**src/rtl/bcd_pkg.sv**
```systemverilog
// Shared BCD definitions used by the up-counter, down-counter and display decoder.
package bcd_pkg;

  localparam int unsigned BCD_DIGIT_W = 4;
  localparam logic [3:0]  BCD_MAX     = 4'd9;

  // A BCD digit is valid when it encodes 0..9.
  function automatic logic bcd_digit_valid(input logic [3:0] d);
    return (d <= BCD_MAX);
  endfunction

  // Invalid digits (10..15) are replaced by 0; valid digits pass through.
  function automatic logic [3:0] bcd_digit_sanitize(input logic [3:0] d);
    return bcd_digit_valid(d) ? d : '0;
  endfunction

endpackage

```
**src/rtl/bcd_digit_up.sv**
```systemverilog
// Single BCD digit up-count cell: clear > load > increment > hold.
module bcd_digit_up
  import bcd_pkg::*;
(
  input  logic       clk,
  input  logic       rst,
  input  logic       inc,
  input  logic       clr,
  input  logic       load,
  input  logic [3:0] d,
  output logic [3:0] q,
  output logic       carry_out
);

  logic [3:0] q_q;
  logic [3:0] q_d;

  // Next digit value; 9 rolls over to 0 so the digit never leaves 0..9.
  always_comb begin
    q_d = q_q;
    if (clr) begin
      q_d = '0;
    end else if (load) begin
      q_d = d;
    end else if (inc) begin
      q_d = (q_q == BCD_MAX) ? '0 : q_q + 4'd1;
    end
  end

  // Digit register with asynchronous reset.
  always_ff @(posedge clk or posedge rst) begin
    if (rst) begin
      q_q <= '0;
    end else begin
      q_q <= q_d;
    end
  end

  assign q         = q_q;
  assign carry_out = inc & (q_q == BCD_MAX);

endmodule

```
**src/rtl/bcd_up_counter.sv**
```systemverilog
// Multi-digit packed-BCD up-counter with programmable limit, wrap to 0,
// cascadable terminal-count strobe, sticky overflow and load validity flag.
module bcd_up_counter
  import bcd_pkg::*;
#(
  parameter int unsigned DIGITS = 4
)(
  input  logic                  clk,
  input  logic                  rst,
  input  logic                  en,
  input  logic                  clr,
  input  logic                  load,
  input  logic [4*DIGITS-1:0]   load_val,
  input  logic [4*DIGITS-1:0]   limit,
  output logic [4*DIGITS-1:0]   count,
  output logic                  tc,
  output logic                  ovf,
  output logic                  load_err
);

  localparam int unsigned W = BCD_DIGIT_W * DIGITS;

  logic [W-1:0]      load_clean;
  logic [DIGITS-1:0] digit_bad;
  logic              at_limit;
  logic              wrap;
  logic              advance;
  logic              cell_clr;
  logic              cell_load;
  logic [DIGITS:0]   carry;

  logic ovf_q;
  logic ovf_d;
  logic load_err_q;
  logic load_err_d;

  // Sanitize the load value digit by digit and note which digits were invalid.
  always_comb begin
    load_clean = '0;
    digit_bad  = '0;
    for (int unsigned i = 0; i < DIGITS; i++) begin
      load_clean[BCD_DIGIT_W*i +: BCD_DIGIT_W] =
        bcd_digit_sanitize(load_val[BCD_DIGIT_W*i +: BCD_DIGIT_W]);
      digit_bad[i] = ~bcd_digit_valid(load_val[BCD_DIGIT_W*i +: BCD_DIGIT_W]);
    end
  end

  // Limit compare and the per-edge action decode (clr > load > en > hold).
  always_comb begin
    at_limit  = (count >= limit);
    wrap      = en & ~clr & ~load & at_limit;
    advance   = en & ~clr & ~load & ~at_limit;
    cell_clr  = clr | wrap;
    cell_load = load & ~clr;
  end

  assign tc       = wrap;
  assign carry[0] = advance;

  genvar g;
  generate
    for (g = 0; g < DIGITS; g++) begin : g_digit
      bcd_digit_up u_digit (
        .clk       (clk),
        .rst       (rst),
        .inc       (carry[g]),
        .clr       (cell_clr),
        .load      (cell_load),
        .d         (load_clean[BCD_DIGIT_W*g +: BCD_DIGIT_W]),
        .q         (count[BCD_DIGIT_W*g +: BCD_DIGIT_W]),
        .carry_out (carry[g+1])
      );
    end
  endgenerate

  // Sticky overflow: set on any wrap, cleared only by clr or reset.
  // A carry out of the top digit can only occur if limit holds an invalid
  // digit above an all-9 count; the cells roll to 0 then, so flag it too.
  always_comb begin
    ovf_d = ovf_q;
    if (clr) begin
      ovf_d = 1'b0;
    end else if (wrap | carry[DIGITS]) begin
      ovf_d = 1'b1;
    end
  end

  // Load error is a single-cycle pulse following a load with a bad digit.
  always_comb begin
    load_err_d = ~clr & load & (|digit_bad);
  end

  // Status registers with asynchronous reset.
  always_ff @(posedge clk or posedge rst) begin
    if (rst) begin
      ovf_q      <= 1'b0;
      load_err_q <= 1'b0;
    end else begin
      ovf_q      <= ovf_d;
      load_err_q <= load_err_d;
    end
  end

  assign ovf      = ovf_q;
  assign load_err = load_err_q;

endmodule
```
**config.mk**
```make
export PLATFORM = sky130hd
export DESIGN_NAME = bcd_up_counter
export DESIGN_NICKNAME = d
export VERILOG_FILES = /design/src/rtl/bcd_pkg.sv /design/src/rtl/bcd_digit_up.sv /design/src/rtl/bcd_up_counter.sv
export SDC_FILE = /design/constraint.sdc
export NUM_CORES = 1
export LEC_CHECK = 0
export ABC_AREA = 1
export BUFFER_PORTS_ARGS = -buffer_cell sky130_fd_sc_hd__buf_2
export CORE_MARGIN = 2
export CORE_UTILIZATION = 56
export DETAILED_ROUTE_END_ITERATION = 8
export GPL_TIMING_DRIVEN = 0
export PLACE_DENSITY = 0.93
export SETUP_SLACK_MARGIN = 0.1
export SLEW_MARGIN = 20
export SYNTH_ARGS = -nofsm -noshare
export SYNTH_HDL_FRONTEND = slang
export SYNTH_SLANG_ARGS = --single-unit
```
**constraint.sdc**
```tcl
create_clock -name clk -period 6 [get_ports clk]
set_clock_uncertainty 0.2 [all_clocks]
set_input_delay 0.6 -clock clk [delete_from_list [all_inputs] [get_ports clk]]
set_output_delay 0.6 -clock clk [all_outputs]
set_load 0.005 [all_outputs]
```
# == After elaboration in Yosys (flattened, before gate mapping) ==
# Index checks and enable logic that the tools add are counted.
# classes
add_sub_neg,4
eq_ne,4
bitwise,19
mux,22
reduce_logical,6
n_lt_le_gt_ge,5
# ops
op,n
$mux W4,20
$add A4 B1 Y4 const B,4
$eq A4 B4 Y1 const B,4
$ge A16 B16 Y1,1
$le A4 B4 Y1 const B,4
$reduce_bool A3 Y1,4
$and A1 B1 Y1,10
$not A1 Y1,7
$reduce_or A4 Y1,1
$mux W1,2
$or A1 B1 Y1,2
$reduce_bool A2 Y1,1
# word_totals
out_inout_bits,19
elab_cells,66
input_bits,37
register_bits,18

# == Longest topological paths before layout ==
# Gate-level depths: netlist of run 1.
# logic_depth
ltp_word,11
ltp_mapped,17
depth_no_buf,17

# == Cells and area by module ==
# From an unflattened synthesis of run 1, not the netlist that was laid out.
# hier_totals
hier_cells,320
area_unflattened_um2,1936.9
# by_module_without_submodules
module,n_inst,seq_area_each_um2,cells_each,area_each_um2
bcd_digit_up,4,100.1,49,306.5
bcd_up_counter,1,50.0,124,710.7

# == Worst setup path before layout of run 1 ==
# OpenSTA, ideal clock, no wires.
# synth_path
kind,input-to-output
start,in limit[3]
end,out tc
stages,12
arrival_time_ps,1519
required_ps,5200
slack_ps,3681
n_path_buf,0
path_cell_list,inv_1 > ha_1 > nand2_1 > nor2_1 > nor2_1 > nand2_1 > nand2_1 > nand2_1 > nand2_1 > nand2_1 > nand2_2 > inv_2
# synth_between
elab_chain_cells,2
# synth_rtl
element,line_no,source
from (decl),bcd_up_counter.sv:14,"input logic [4*DIGITS-1:0] limit,"
$ge A16 B16 Y1,bcd_up_counter.sv:50,at_limit = (count >= limit);
$and A1 B1 Y1,bcd_up_counter.sv:51,wrap = en & ~clr & ~load & at_limit;
to (decl),bcd_up_counter.sv:16,"output logic tc,"
# No other way between the ends.

# == Final worst setup path of run 1 ==
# layout_path
start,reg g_digit[3].u_digit.q_q[3]
end,out tc
# layout_between
elab_chain_cells,2
# layout_rtl
element,line_no,source
from (decl),bcd_digit_up.sv:15,logic [3:0] q_q;
from (signal assigned),bcd_digit_up.sv:35,q_q <= q_d;
$ge A16 B16 Y1,bcd_up_counter.sv:50,
$and A1 B1 Y1,bcd_up_counter.sv:51,
# No other way between the ends.

==> out/results.ini, run 1 <==
[logic_synthesis]
synth_seq_area_share=0.253
synthArstFlopShare=1.00
ys.flop_type=dfrtp_1
netlist_top_cells_area=dfrtp_1, ha_1, nand2_1
syn_inst=255
yosys.cell_count.top_type=nand2_1
synth_commonest_cells=nand2_1, inv_1, nor2_1
ys_types=32
yosys.area.top_type_share=0.253
syn_area_sq_um=1780
yosys.area.top_type=dfrtp_1
synth_warnings=0
syn_area_per_cell_sq_um=6.97
syn-num-nets=316
synth_edf_count=0
ys_ff_latch=18

[sta]
tns_ps=0
slew_headroom=0.535
holdWs_ps=181
finalCritPeriodShare=0.460
worst_slew_pin_slew_ps=697
rsz0062_at_grt=false
slew_viol_final=0
hold_viol=0
setup_viol=0
period_minus_slack_ps=2760
fmax_mhz=362

[route]
vias=1894
drcViolationCount=0
vias_per_cell=5.29
ant_nets=0
dr.pass1.iters=5
drt_wl_total_um=4380
wl_per_cell_um=12.2
drtIter0Drc=124

[placed_design]
port_buffers=55
dp_hpwl_um=3450
place.gp.congestion=0.883

[clocking]
cts-root-buf=clkbuf_4
postCtsHoldBufs=0
insertion_delay_ps=300
cts_resized=0
h-tree-depth=1
cts_buffers=3
cts.clk_slew.worst_paths_ps=110
clk_path_buf_depth=2
numClockSinks=18
cts_setup_buffers=0
tritoncts=yes

[floorplan]
die_x_um=60.3
die_area_sq_um=3640
initial_utilization=0.587
rows=20
pin_count=56
dieHeight_um=60.3
core_area_sq_um=3030

[worst_setup_path]
rr_endpoint=g_digit[3].u_digit.q[2]$_DFFE_PP0P_
crit_path_start_kind=register
worst-path-max-fanout=5
critPathArrivalTime_ps=1960
end_kind=output pin
worstReg2RegStart=g_digit[2].u_digit.q[3]$_DFFE_PP0P_
cp.required_ps=5200
rrSetupSlack_ps=3760
critPathKind=reg2out
reg2regPathDepth=11

[global_routing]
grt_first_pass_wirelength_um=7480
grt_max_degree=19
overflow=0
grt_pass1_vias=1817
antenna_found_initial=0
grt_usage=0.270

[power]
power_leakage_nw=1.26
total_power_w=0.000362
p_sw_w=0.000134
seqPwrFrac=0.422
power_frac_comb=0.362
p_clk_frac=0.216
peakVddDrop_mv=0.169
swShare=0.370
powerDensity_nw_per_um2=169
internal_power_w=0.000229

[finish]
drive_gt1_frac=0.245
antenna-diode-count=0
seqCellArea_sq_um=450
nNetsFinal=376
area_delta_synth_final_pct=20.6
multi_input_area_sq_um=1150
n_fill_cell=261

[run_status]
outcome=finished, final reports clean

[run]
drv_cap=0

[hold_path]
hp-class=in2async

## through the flow
step | utilization | instance area (sq um) | setup slack [ps] | std cells
finish | 0.708 | 2140 | 3240 | 358
global route | 0.708 | 2140 | 3010 | 358
CTS | 0.708 | 2140 | 3240 | 358
detailed placement | 0.696 | 2110 | 3330 | 354
global placement | 0.696 | 2110 | 3350 | 354
floorplan | - | 1780 | 3680 | 255
## cells in the final DEF, fill, tap and decap left out, types with 3 or more instances in the layout
cell type  count
o21ai_0       10
buf_2         56
dfrtp_1       18
xor2_1         5
clkbuf_4       3
nand2_1       55
a22oi_1        3
nor3_1         4
nand3_1       21
nor2_1        34
ha_1          24
a31oi_1        3
a21oi_1       13
nand2_2        5
inv_1         36
## cells by family (layout without fill, tap and decap cells)
kind of cell / after synthesis / after routing / share of synthesized area
compound gates: 38 / 38 / 0.127
xor+xnor: 7 / 7 / 0.0345
fa+ha+maj: 24 / 24 / 0.169
buf+inv: 42 / 101 / 0.0978
flops: 18 / 18 / 0.253
simple gates: 126 / 126 / 0.319
## registers in the layout, indices dropped and copies added, names as in the netlist
signal and cells:
g_digit.u_digit.q 16, load_err 1, ovf 1
## how the worst max path moves through the flow
stage	from	endpoint	slack, ps	depth (start not counted)
after floorplan	limit[3]	tc	3680	12
after global placement	limit[15]	tc	3350	10
after detailed placement	limit[15]	tc	3330	10
after CTS	g_digit[0].u_digit.q[3]$_DFFE_PP0P_	tc	3240	12
after global routing	g_digit[0].u_digit.q[3]$_DFFE_PP0P_	tc	3010	12
final	g_digit[3].u_digit.q[3]$_DFFE_PP0P_	tc	3240	8
## area by class of cell
cell class	count	area share
multi-input cells	195	0.538
plain buffers	4	0.0146
well taps	44	0.0257
clock buffers	4	0.0169
flip-flops and latches	18	0.210
inverters	38	0.0665
repair buffers	55	0.128
## worst max-delay path, stage by stage (launching register included)
cell and delay, ps:
dfrtp_1 450, ha_1 320, nand2_1 90, nor3_1 240
nand2_1 120, nand2_1 90, nand2_2 70, inv_2 130
buf_2 140
## layer usage
metal | wire (um) | track usage | vias up
met2 | 2120 | 0.460 | 87
met1 | 1840 | 0.349 | 849
met3 | 367 | 0.0597 | 6
li1 | - | - | 952
met4 | 50 | 0.0698 | 0
met5 | 0 | 0 | -
## power groups by stage
| stage | Sequential, W | Clock [W] | Combinational (W) |
|---|---|---|---|
| finish | 0.000153 | 0.0000783 | 0.000131 |
| CTS | 0.000153 | 0.0000773 | 0.000131 |
| floorplan | 0.000152 | 0 | 0.0000849 |
| global placement | 0.000155 | 0 | 0.000124 |
| global route | 0.000156 | 0.0000825 | 0.000153 |
| detailed placement | 0.000155 | 0 | 0.000130 |
No activity file was read; power rests on OpenSTA's default activity.
==> run 2, diff against run 1 <==
CORE_UTILIZATION = 52   (was 56)
PLACE_DENSITY = 0.87   (was 0.93)
clock period = 2.83 ns   (was 6 ns; I/O delays follow)
==> out/results.ini, run 2 (synthesis results as in run 1) <==
[sta]
period_minus_slack_ps=2470
finalCritPeriodShare=0.873
fmax_mhz=405
hold_viol=0  ; unchanged
rsz0062_at_grt=false  ; unchanged
slew_headroom=0.522  ; was 0.535
tns_ps=0  ; unchanged
worst_slew_pin_slew_ps=717  ; was 697 ps
setup_viol=0  ; unchanged
slew_viol_final=0  ; unchanged

[clocking]
h-tree-depth=1  ; unchanged
numClockSinks=18  ; unchanged
cts-root-buf=clkbuf_4  ; unchanged
postCtsHoldBufs=1  ; was 0
cts.clk_slew.worst_paths_ps=110  ; about the same
cts_resized=0  ; unchanged
cts_setup_buffers=0  ; unchanged
insertion_delay_ps=290  ; was 300 ps
clk_path_buf_depth=2  ; unchanged
tritoncts=yes  ; unchanged
cts_buffers=3  ; unchanged

[global_routing]
antenna_found_initial=0  ; unchanged
overflow=0  ; unchanged
grt_usage=0.229  ; was 0.270
grt_pass1_vias=1780  ; was 1817
grt_max_degree=19  ; unchanged
grt_first_pass_wirelength_um=7450  ; was 7480 um

[floorplan]
die_area_sq_um=3900  ; was 3640 sq um
core_area_sq_um=3310  ; was 3030 sq um
pin_count=56  ; unchanged
rows=21  ; was 20
initial_utilization=0.537  ; was 0.587
die_x_um=62.5  ; was 60.3 um
dieHeight_um=62.5  ; was 60.3 um

[worst_setup_path]
end_kind=output pin  ; unchanged
crit_path_start_kind=register  ; unchanged
cp.required_ps=2350  ; was 5200 ps
critPathArrivalTime_ps=1990  ; was 1960 ps
critPathKind=reg2out  ; unchanged
worst-path-max-fanout=5  ; unchanged

[route]
wl_per_cell_um=11.6  ; was 12.2 um
ant_nets=0  ; unchanged
vias_per_cell=5.21  ; was 5.29
drt_wl_total_um=4170  ; was 4380 um
drcViolationCount=0  ; unchanged
vias=1882  ; was 1894
drtIter0Drc=116  ; was 124
dr.pass1.iters=4  ; was 5

[hold_path]
hp-class=in2reg  ; was in2async

[power]
peakVddDrop_mv=0.274  ; was 0.169 mV
power_leakage_nw=1.27  ; was 1.26 nW
powerDensity_nw_per_um2=353  ; was 169 nW/um^2

[finish]
drive_gt1_frac=0.244  ; was 0.245
mostFrequentLayoutCells=buf_2, nand2_1, inv_1  ; unchanged
largest_register_ffs=16  ; unchanged
n_fill_cell=331  ; was 261
mostFrequentLayoutCell=buf_2  ; unchanged
area_delta_synth_final_pct=21.3  ; was 20.6%
nNetsFinal=377  ; was 376
antenna-diode-count=0  ; unchanged
fin_util=0.652  ; was 0.708

[run_status]
outcome=finished, final reports clean  ; unchanged

[placed_design]
dp_hpwl_um=3290  ; was 3450 um
port_buffers=55  ; unchanged
place.gp.congestion=0.863  ; was 0.883

[run]
drv_cap=0  ; unchanged

run 2: cell count changes in the layout (fill, tap and decap cells not counted), sizes merged:
| cell | change |
|---|---|
| dlygate4sd3 | +1 |
run 2: layout make-up:
class,count,area [sq um],share of cell area
well taps,46,57.6,0.0267
repair buffers,56,285,0.132
flip-flops and latches,18,450,0.209
clock buffers,4,36.3,0.0168
inverters,38,143,0.0661
plain buffers,4,31.3,0.0145
multi-input cells,195,1150,0.535
run 2: power by group:
part	total [W]	leakage, nW	internal (W)	switching, W
Clock	0.000162	0.0210	0.0000784	0.0000833
Combinational	0.000275	1.00	0.000125	0.000150
Sequential	0.000324	0.240	0.000282	0.0000424
run 2: worst max-delay path, cell delays in order, from the launching register on:
cell and delay (ps):
dfrtp_1 450, ha_1 320, nand2_1 80, nor3_1 300, nand2_1 130, nand2_1 90
nand2_2 60, inv_2 130, buf_2 140
run 2: worst paths after layout:
check,slack (ps),cells past startpoint,to,startpoint
max,360,8,tc,g_digit[3].u_digit.q[3]$_DFFE_PP0P_
min,20,2,ovf$_DFFE_PP0P_,clr
min reg2reg,420,2,g_digit[1].u_digit.q[3]$_DFFE_PP0P_,g_digit[1].u_digit.q[3]$_DFFE_PP0P_
max in group asynchronous,1530,3,g_digit[1].u_digit.q[0]$_DFFE_PP0P_,rst
min in group asynchronous,450,3,g_digit[0].u_digit.q[3]$_DFFE_PP0P_,rst
max reg2reg,610,11,g_digit[1].u_digit.q[2]$_DFFE_PP0P_,g_digit[3].u_digit.q[3]$_DFFE_PP0P_
run 2: per-stage QoR:
stage / cell area [sq um] / setup slack (ps) / instances / hold slack [ps] / total power (W)
2_1_floorplan: 1780 / 881 / 255 / 21.6 / 0.000502
3_3_place_gp: 2110 / 701 / 356 / 226 / 0.000592
3_5_place_dp: 2110 / 677 / 356 / 239 / 0.000601
4_1_cts: 2160 / 390 / 361 / 8.61 / 0.000762
5_1_grt: 2160 / 224 / 361 / 3.04 / 0.000828
6_report: 2160 / 360 / 361 / 15.3 / 0.000761
run 2: metal layers:
layer,vias up,part of all wire,track usage
met5,-,0,0
met1,852,0.47,0.308
met3,6,0.056,0.0270
met4,0,0.012,0.0722
met2,62,0.47,0.384
li1,962,-,-
